**config.mk**
```make
export PLATFORM = sky130hd
export DESIGN_NAME = spi_mem_arbiter
export DESIGN_NICKNAME = d
export VERILOG_FILES = /design/src/rtl/spi_mem_arbiter.sv
export SDC_FILE = /design/constraint.sdc
export NUM_CORES = 1
export LEC_CHECK = 0
export BUFFER_PORTS_ARGS = -buffer_cell sky130_fd_sc_hd__clkbuf_2
export CAP_MARGIN = 25
export CORE_MARGIN = 2
export CORE_UTILIZATION = 59
export CTS_CLUSTER_SIZE = 10
export DETAILED_ROUTE_END_ITERATION = 10
export GPL_ROUTABILITY_DRIVEN = 0
export GPL_TIMING_DRIVEN = 0
export PLACE_DENSITY = 0.8
export SYNTH_ARGS = -nofsm -noshare
export SYNTH_HDL_FRONTEND = slang
export SYNTH_SLANG_ARGS = --single-unit
```
**constraint.sdc**
```tcl
create_clock -name clk -period 3.05 [get_ports clk]
set_input_delay 0.4575 -clock clk [delete_from_list [all_inputs] [get_ports clk]]
set_output_delay 0.4575 -clock clk [all_outputs]
set_load 0.02 [all_outputs]
```
**src/rtl/spi_mem_arbiter.sv**
```systemverilog
// Two-port round-robin arbiter in front of a serial (SPI-style) memory slave.
// Each grant runs one framed write or read and ends in a one-cycle ack pulse.
module spi_mem_arbiter #(
  parameter int MEM_DEPTH = 32,
  parameter int TIMEOUT   = 64
) (
  input  logic        clk,
  input  logic        rst,
  input  logic [1:0]  req_i,
  input  logic [1:0]  we_i,
  input  logic [15:0] addr_i,
  input  logic [15:0] wdata_i,
  output logic [1:0]  ack_o,
  output logic [7:0]  rdata_o,
  output logic        err_o,
  output logic        busy_o,
  output logic        spi_cs_n_o,
  output logic        spi_mosi_o,
  input  logic        spi_ready_i,
  input  logic        spi_op_done_i,
  input  logic        spi_miso_i
);

  localparam int          TW      = (TIMEOUT > 1) ? $clog2(TIMEOUT) : 1;
  localparam logic [TW-1:0] TO_LAST = TW'(TIMEOUT - 1);
  localparam logic [31:0] DEPTH_U = 32'(MEM_DEPTH);

  typedef enum logic [2:0] {
    IDLE       = 3'd0,
    START      = 3'd1,
    SHIFT_OUT  = 3'd2,
    WAIT_READY = 3'd3,
    SHIFT_IN   = 3'd4,
    WAIT_DONE  = 3'd5,
    RESP       = 3'd6
  } state_t;

  state_t          state_q, state_d;
  logic            gnt_q, gnt_d;
  logic            last_q, last_d;
  logic            we_q, we_d;
  logic [7:0]      addr_q, addr_d;
  logic [15:0]     frame_q, frame_d;
  logic [4:0]      cnt_q, cnt_d;
  logic [TW-1:0]   to_q, to_d;
  logic [7:0]      sh_q, sh_d;
  logic            cs_n_q, cs_n_d;
  logic            mosi_q, mosi_d;
  logic [1:0]      ack_q, ack_d;
  logic            err_q, err_d;
  logic [7:0]      rdata_q, rdata_d;
  logic            busy_q, busy_d;

  logic            sel_s;
  logic            sel_we_s;
  logic [7:0]      sel_addr_s;
  logic [7:0]      sel_wdata_s;
  logic            addr_bad_s;
  logic [4:0]      shift_last_s;

  // Round-robin pick: on contention the requester not served last wins.
  always_comb begin
    if (req_i == 2'b11) begin
      sel_s = ~last_q;
    end else if (req_i[1]) begin
      sel_s = 1'b1;
    end else begin
      sel_s = 1'b0;
    end
    sel_we_s     = sel_s ? we_i[1]        : we_i[0];
    sel_addr_s   = sel_s ? addr_i[15:8]   : addr_i[7:0];
    sel_wdata_s  = sel_s ? wdata_i[15:8]  : wdata_i[7:0];
    addr_bad_s   = ({24'd0, sel_addr_s} >= DEPTH_U);
    // cnt 0 re-sends the op bit; frame bits follow on cnt 1..N, cs rises at N+1
    shift_last_s = we_q ? 5'd17 : 5'd9;
  end

  always_ff @(posedge clk) begin
    if (rst) begin
      state_q <= IDLE;
    end else begin
      state_q <= state_d;
    end
  end

  always_comb begin
    state_d = state_q;
    case (state_q)
      IDLE: begin
        if (req_i != 2'b00) begin
          state_d = addr_bad_s ? RESP : START;
        end else begin
          state_d = IDLE;
        end
      end
      START: state_d = SHIFT_OUT;
      SHIFT_OUT: begin
        if (cnt_q == shift_last_s) begin
          state_d = we_q ? WAIT_DONE : WAIT_READY;
        end else begin
          state_d = SHIFT_OUT;
        end
      end
      WAIT_READY: begin
        if (spi_ready_i) begin
          state_d = SHIFT_IN;
        end else if (to_q == TO_LAST) begin
          state_d = RESP;
        end else begin
          state_d = WAIT_READY;
        end
      end
      SHIFT_IN: begin
        if (cnt_q == 5'd7) begin
          state_d = WAIT_DONE;
        end else begin
          state_d = SHIFT_IN;
        end
      end
      WAIT_DONE: begin
        if (spi_op_done_i || (to_q == TO_LAST)) begin
          state_d = RESP;
        end else begin
          state_d = WAIT_DONE;
        end
      end
      RESP:    state_d = IDLE;
      default: state_d = IDLE;
    endcase
  end

  always_comb begin
    gnt_d   = gnt_q;
    last_d  = last_q;
    we_d    = we_q;
    addr_d  = addr_q;
    frame_d = frame_q;
    cnt_d   = cnt_q;
    to_d    = to_q;
    sh_d    = sh_q;
    cs_n_d  = cs_n_q;
    mosi_d  = mosi_q;
    ack_d   = 2'b00;
    err_d   = 1'b0;
    rdata_d = 8'h00;
    busy_d  = (state_d != IDLE);
    case (state_q)
      IDLE: begin
        if (req_i != 2'b00) begin
          gnt_d   = sel_s;
          last_d  = sel_s;
          we_d    = sel_we_s;
          addr_d  = sel_addr_s;
          frame_d = {sel_wdata_s, sel_addr_s};
          if (addr_bad_s) begin
            ack_d[sel_s] = 1'b1;
            err_d        = 1'b1;
          end else begin
            ack_d = 2'b00;
          end
        end else begin
          gnt_d = gnt_q;
        end
      end
      START: begin
        cs_n_d = 1'b0;
        mosi_d = we_q;
        cnt_d  = 5'd0;
      end
      SHIFT_OUT: begin
        if (cnt_q == 5'd0) begin
          mosi_d = we_q;
          cnt_d  = 5'd1;
        end else if (cnt_q == shift_last_s) begin
          cs_n_d = 1'b1;
          mosi_d = 1'b0;
          cnt_d  = 5'd0;
          to_d   = '0;
        end else begin
          mosi_d  = frame_q[0];
          frame_d = {1'b0, frame_q[15:1]};
          cnt_d   = cnt_q + 5'd1;
        end
      end
      WAIT_READY: begin
        if (spi_ready_i) begin
          cnt_d = 5'd0;
        end else if (to_q == TO_LAST) begin
          ack_d[gnt_q] = 1'b1;
          err_d        = 1'b1;
        end else begin
          to_d = to_q + 1'b1;
        end
      end
      SHIFT_IN: begin
        // miso arrives LSB first, so shift in from the top
        sh_d  = {spi_miso_i, sh_q[7:1]};
        cnt_d = cnt_q + 5'd1;
        if (cnt_q == 5'd7) begin
          to_d = '0;
        end else begin
          to_d = to_q;
        end
      end
      WAIT_DONE: begin
        if (spi_op_done_i) begin
          ack_d[gnt_q] = 1'b1;
          rdata_d      = we_q ? 8'h00 : sh_q;
        end else if (to_q == TO_LAST) begin
          ack_d[gnt_q] = 1'b1;
          err_d        = 1'b1;
        end else begin
          to_d = to_q + 1'b1;
        end
      end
      RESP:    ack_d = 2'b00;
      default: ack_d = 2'b00;
    endcase
  end

  // Datapath and registered outputs; reset also aborts any frame in flight.
  always_ff @(posedge clk) begin
    if (rst) begin
      gnt_q   <= 1'b0;
      last_q  <= 1'b1;
      we_q    <= 1'b0;
      addr_q  <= 8'h00;
      frame_q <= 16'h0000;
      cnt_q   <= 5'd0;
      to_q    <= '0;
      sh_q    <= 8'h00;
      cs_n_q  <= 1'b1;
      mosi_q  <= 1'b0;
      ack_q   <= 2'b00;
      err_q   <= 1'b0;
      rdata_q <= 8'h00;
      busy_q  <= 1'b0;
    end else begin
      gnt_q   <= gnt_d;
      last_q  <= last_d;
      we_q    <= we_d;
      addr_q  <= addr_d;
      frame_q <= frame_d;
      cnt_q   <= cnt_d;
      to_q    <= to_d;
      sh_q    <= sh_d;
      cs_n_q  <= cs_n_d;
      mosi_q  <= mosi_d;
      ack_q   <= ack_d;
      err_q   <= err_d;
      rdata_q <= rdata_d;
      busy_q  <= busy_d;
    end
  end

  assign ack_o      = ack_q;
  assign err_o      = err_q;
  assign rdata_o    = rdata_q;
  assign busy_o     = busy_q;
  assign spi_cs_n_o = cs_n_q;
  assign spi_mosi_o = mosi_q;

endmodule

```
==> run_results.csv <==
group,metric,value,unit
hold_path,hp-class,"input port to flop",
global_route,antenna_found_initial,0,
clock_tree,clock_sinks,55,
global_route,grt_max_degree,18,
finish,fin_nets,426,
sta,rsz0062_at_grt,"false",
placed_design,io_buffers,54,
clock_tree,cts-root-buf,"clkbuf_8",
sta,skew,0.009156,ns
sta,setup_tns,0,ns
logic_synthesis,syn_inst,317,
critical_path,r2r_slack,0.87,ns
placed_design,dpl_cell_area,3177,um^2
critical_path,cp_data_arrival_time,2.36,ns
critical_path,r2r_cells,7,
die,initial_core_util,0.6051,
logic_synthesis,synthTopCellsByCount,"dfxtp_1, a21oi_1, nor2_1, nand2_1, mux2i_1",
logic_synthesis,synth-main-ff-cell,"dfxtp_1",
routing,wire_per_inst,14.50,um
critical_path,cp_num_buf_inv,1,
placed_design,dp.cells,425,
pwr,clkPwrFrac,0.210,
pwr,p_switching,0.6967,mW
logic_synthesis,synth.avg_cell_area,8.956,um^2
pwr,power_leakage,1.314,nW
logic_synthesis,synth_top_cell_by_area,"dfxtp_1",
clock_tree,cts_buffers,5,
critical_path,path_class,"flop to flop",
finish,fill_cells,393,
logic_synthesis,synth_top_cell_area_share,0.3878,
finish,final_util,0.6973,
hold_path,holdPathStages,3,
routing,drt-initial-drc-count,170,
hold_path,hold_start,"spi_miso_i",
routing,drcViolationCount,0,
finish,area_growth,15.25,%
finish,antenna_cells,0,
critical_path,worstPathRequired,3.23,ns
critical_path,cpMaxStageDelayCell,"o41a_1",
die,die_h,73.37,um
sta,setup_viol,0,
routing,vias,2502,
clock_tree,cts-hold-fix-buffers,0,
critical_path,cpPeakStageDelay,0.45,ns
global_route,grt.overflow.total,0,
sta,fin_crit_sh,0.7162,
logic_synthesis,synth_area,2839,um^2
logic_synthesis,yosysSeqAreaShare,0.3878,
logic_synthesis,synth-async-reset-ratio,0,
critical_path,critical_path.startpoint_type,"flop",
die,core_area,4692,um^2
flow_run,drv_cap,0,
finish,postLayoutCellArea,3272,um^2
sta,worst_pin_slew,0.5645,ns
sta,slew_headroom,0.6216,
global_route,gr-usage-all-layers,0.2486,
clock_tree,cts_setup_buffers,0,
logic_synthesis,yosys_warnings,0,
clock_tree,cts_tree,"yes",
logic_synthesis,synth_cell_types,60,
finish,fin_cells,434,
die,row_count,25,
finish,layout-drive-gt1-share,0.2474,
pwr,p_seq_frac,0.453,
pwr,fin_total_pwr,1.925,mW
critical_path,critPathTopFamily,"compound AO/OA/AOI/OAI gates",
sta,fmax,0.4578,GHz
pwr,comb_power_share,0.337,
clock_tree,clock_latency,0.30,ns
critical_path,cp_cell_sequence,"ha_1 > and4_1 > and2_1 > clkbuf_1 > o311ai_0 > o21ai_1 > o41a_1",
pwr,power.internal,1.228,mW
die,ios,55,
routing,routed_wl,6.294,mm
pwr,ir_drop,0.4231,mV
logic_synthesis,synth-edff-count,0,
clock_tree,clkTransAtPathRegs,0.09,ns
critical_path,reg2reg_from,"to_q[0]",
die,fp.dieW,73.37,um
clock_tree,cts_max_path_buffers,2,
sta,slew_viol_final,0,
sta,fin_hold_ws,0.3824,ns
routing,viasPerCell,5.765,
critical_path,critPathMaxFanout,6,
clock_tree,cts_resized,0,
pwr,pwr_density_cell,588.4,nW/um^2
logic_synthesis,synth-seq-cells,55,
critical_path,end_kind,"flop",
clock_tree,h-tree-depth,2,
logic_synthesis,syn_nets,364,
routing,ant_nets,0,
critical_path,r2r-end,"busy_o",
sta,fin_crit,2.184,ns
pwr,switching_share,0.3619,
logic_synthesis,yosysMostFrequentCell,"dfxtp_1",
global_route,grt_pass1_vias,2332,
global_route,grt_pass1_wl,10.58,mm
logic_synthesis,ys_top_cells_by_area,"dfxtp_1, mux2i_1, a21oi_1, o2bb2ai_2, nor2_1",
placed_design,dp_hpwl,4.762,mm
hold_path,hold_end,"sh_q[7]",
routing,first_pass_iters,5,
run_status,outcome,"completed",
sta,hold_viol_final,0,
placed_design,place_ws,0.9437,ns
die,die_area,5382,um^2
sta,setup_slack,0.8656,ns
[state kept, by name, indices dropped and copies added, names as in the netlist, 2 cells and up]
register and cells:
frame_q 16, rdata_o 8, sh_q 8, cnt_q 5, state_q 3, ack_o 2
to_q 6
[worst reg2reg max path: stages (launching register included)]
cell      delay, ns
dfxtp_1        0.34
ha_1           0.24
and4_1         0.22
and2_1         0.15
clkbuf_1       0.16
o311ai_0       0.34
o21ai_1        0.16
o41a_1         0.45
[cell type report]
cell class | count | area, um^2 | area share
clock inverters | 2 | 17.52 | 0.005354
repair buffers | 55 | 275.3 | 0.08413
inverters | 6 | 22.52 | 0.006883
clock buffers | 6 | 72.57 | 0.02218
well taps | 54 | 67.56 | 0.02065
flip-flops and latches | 55 | 1101 | 0.3365
plain buffers | 18 | 102.6 | 0.03136
multi-input cells | 238 | 1613 | 0.4929
[power by group through the flow]
| stage | logic [mW] | clock network [mW] | registers (mW) |
|---|---|---|---|
| floorplan | 0.470 | 0 | 0.887 |
| CTS | 0.644 | 0.409 | 0.872 |
| finish | 0.648 | 0.404 | 0.873 |
| detailed placement | 0.641 | 0 | 0.888 |
| global route | 0.714 | 0.441 | 0.885 |
| global placement | 0.628 | 0 | 0.882 |
[cells by family after synthesis]
family	share of synthesized area
flops	0.3878
compound gates	0.2362
buf+inv	0.04407
mux	0.06346
simple gates	0.2327
xor+xnor	0.009257
fa+ha+maj	0.02644
[placed cells by master (no fill, tap or decap), types with 3 or more instances in the layout]
master     count
o2bb2ai_2     10
nor2_1        33
a21oi_1       34
o211ai_1       3
nand3b_1       4
and3_1         4
nand2b_1       7
and2_1         9
o21a_1         5
xor2_1         3
nor3_1         4
clkbuf_1       9
buf_4          4
buf_2          4
clkbuf_8       5
dfxtp_1       55
clkbuf_2      55
nor4b_1        3
nand3_1        6
o2bb2ai_1      5
ha_1           6
o21ai_0        9
o221ai_1       3
inv_1          6
nor2b_1        4
mux2i_1       18
nand2_1       26
[per-layer routing]
layer  vias up  track usage  share of wire
met2        66       0.4114           0.48
li1       1271            -              -
met3         4      0.04390          0.049
met5         -            0              0
met1      1161       0.3353           0.46
met4         0      0.06667         0.0067
[worst max-delay path by stage]
| stage | start | endpoint | depth (start not counted) |
|---|---|---|---|
| global placement | to_q[0] | busy_o | 7 |
| finish | to_q[0] | busy_o | 7 |
| CTS | to_q[0] | busy_o | 7 |
| floorplan | to_q[0] | busy_o | 7 |
| detailed placement | to_q[0] | to_q[5] | 7 |
| global route | to_q[0] | busy_o | 7 |
Note: power is estimated with default switching activity, not from simulation.
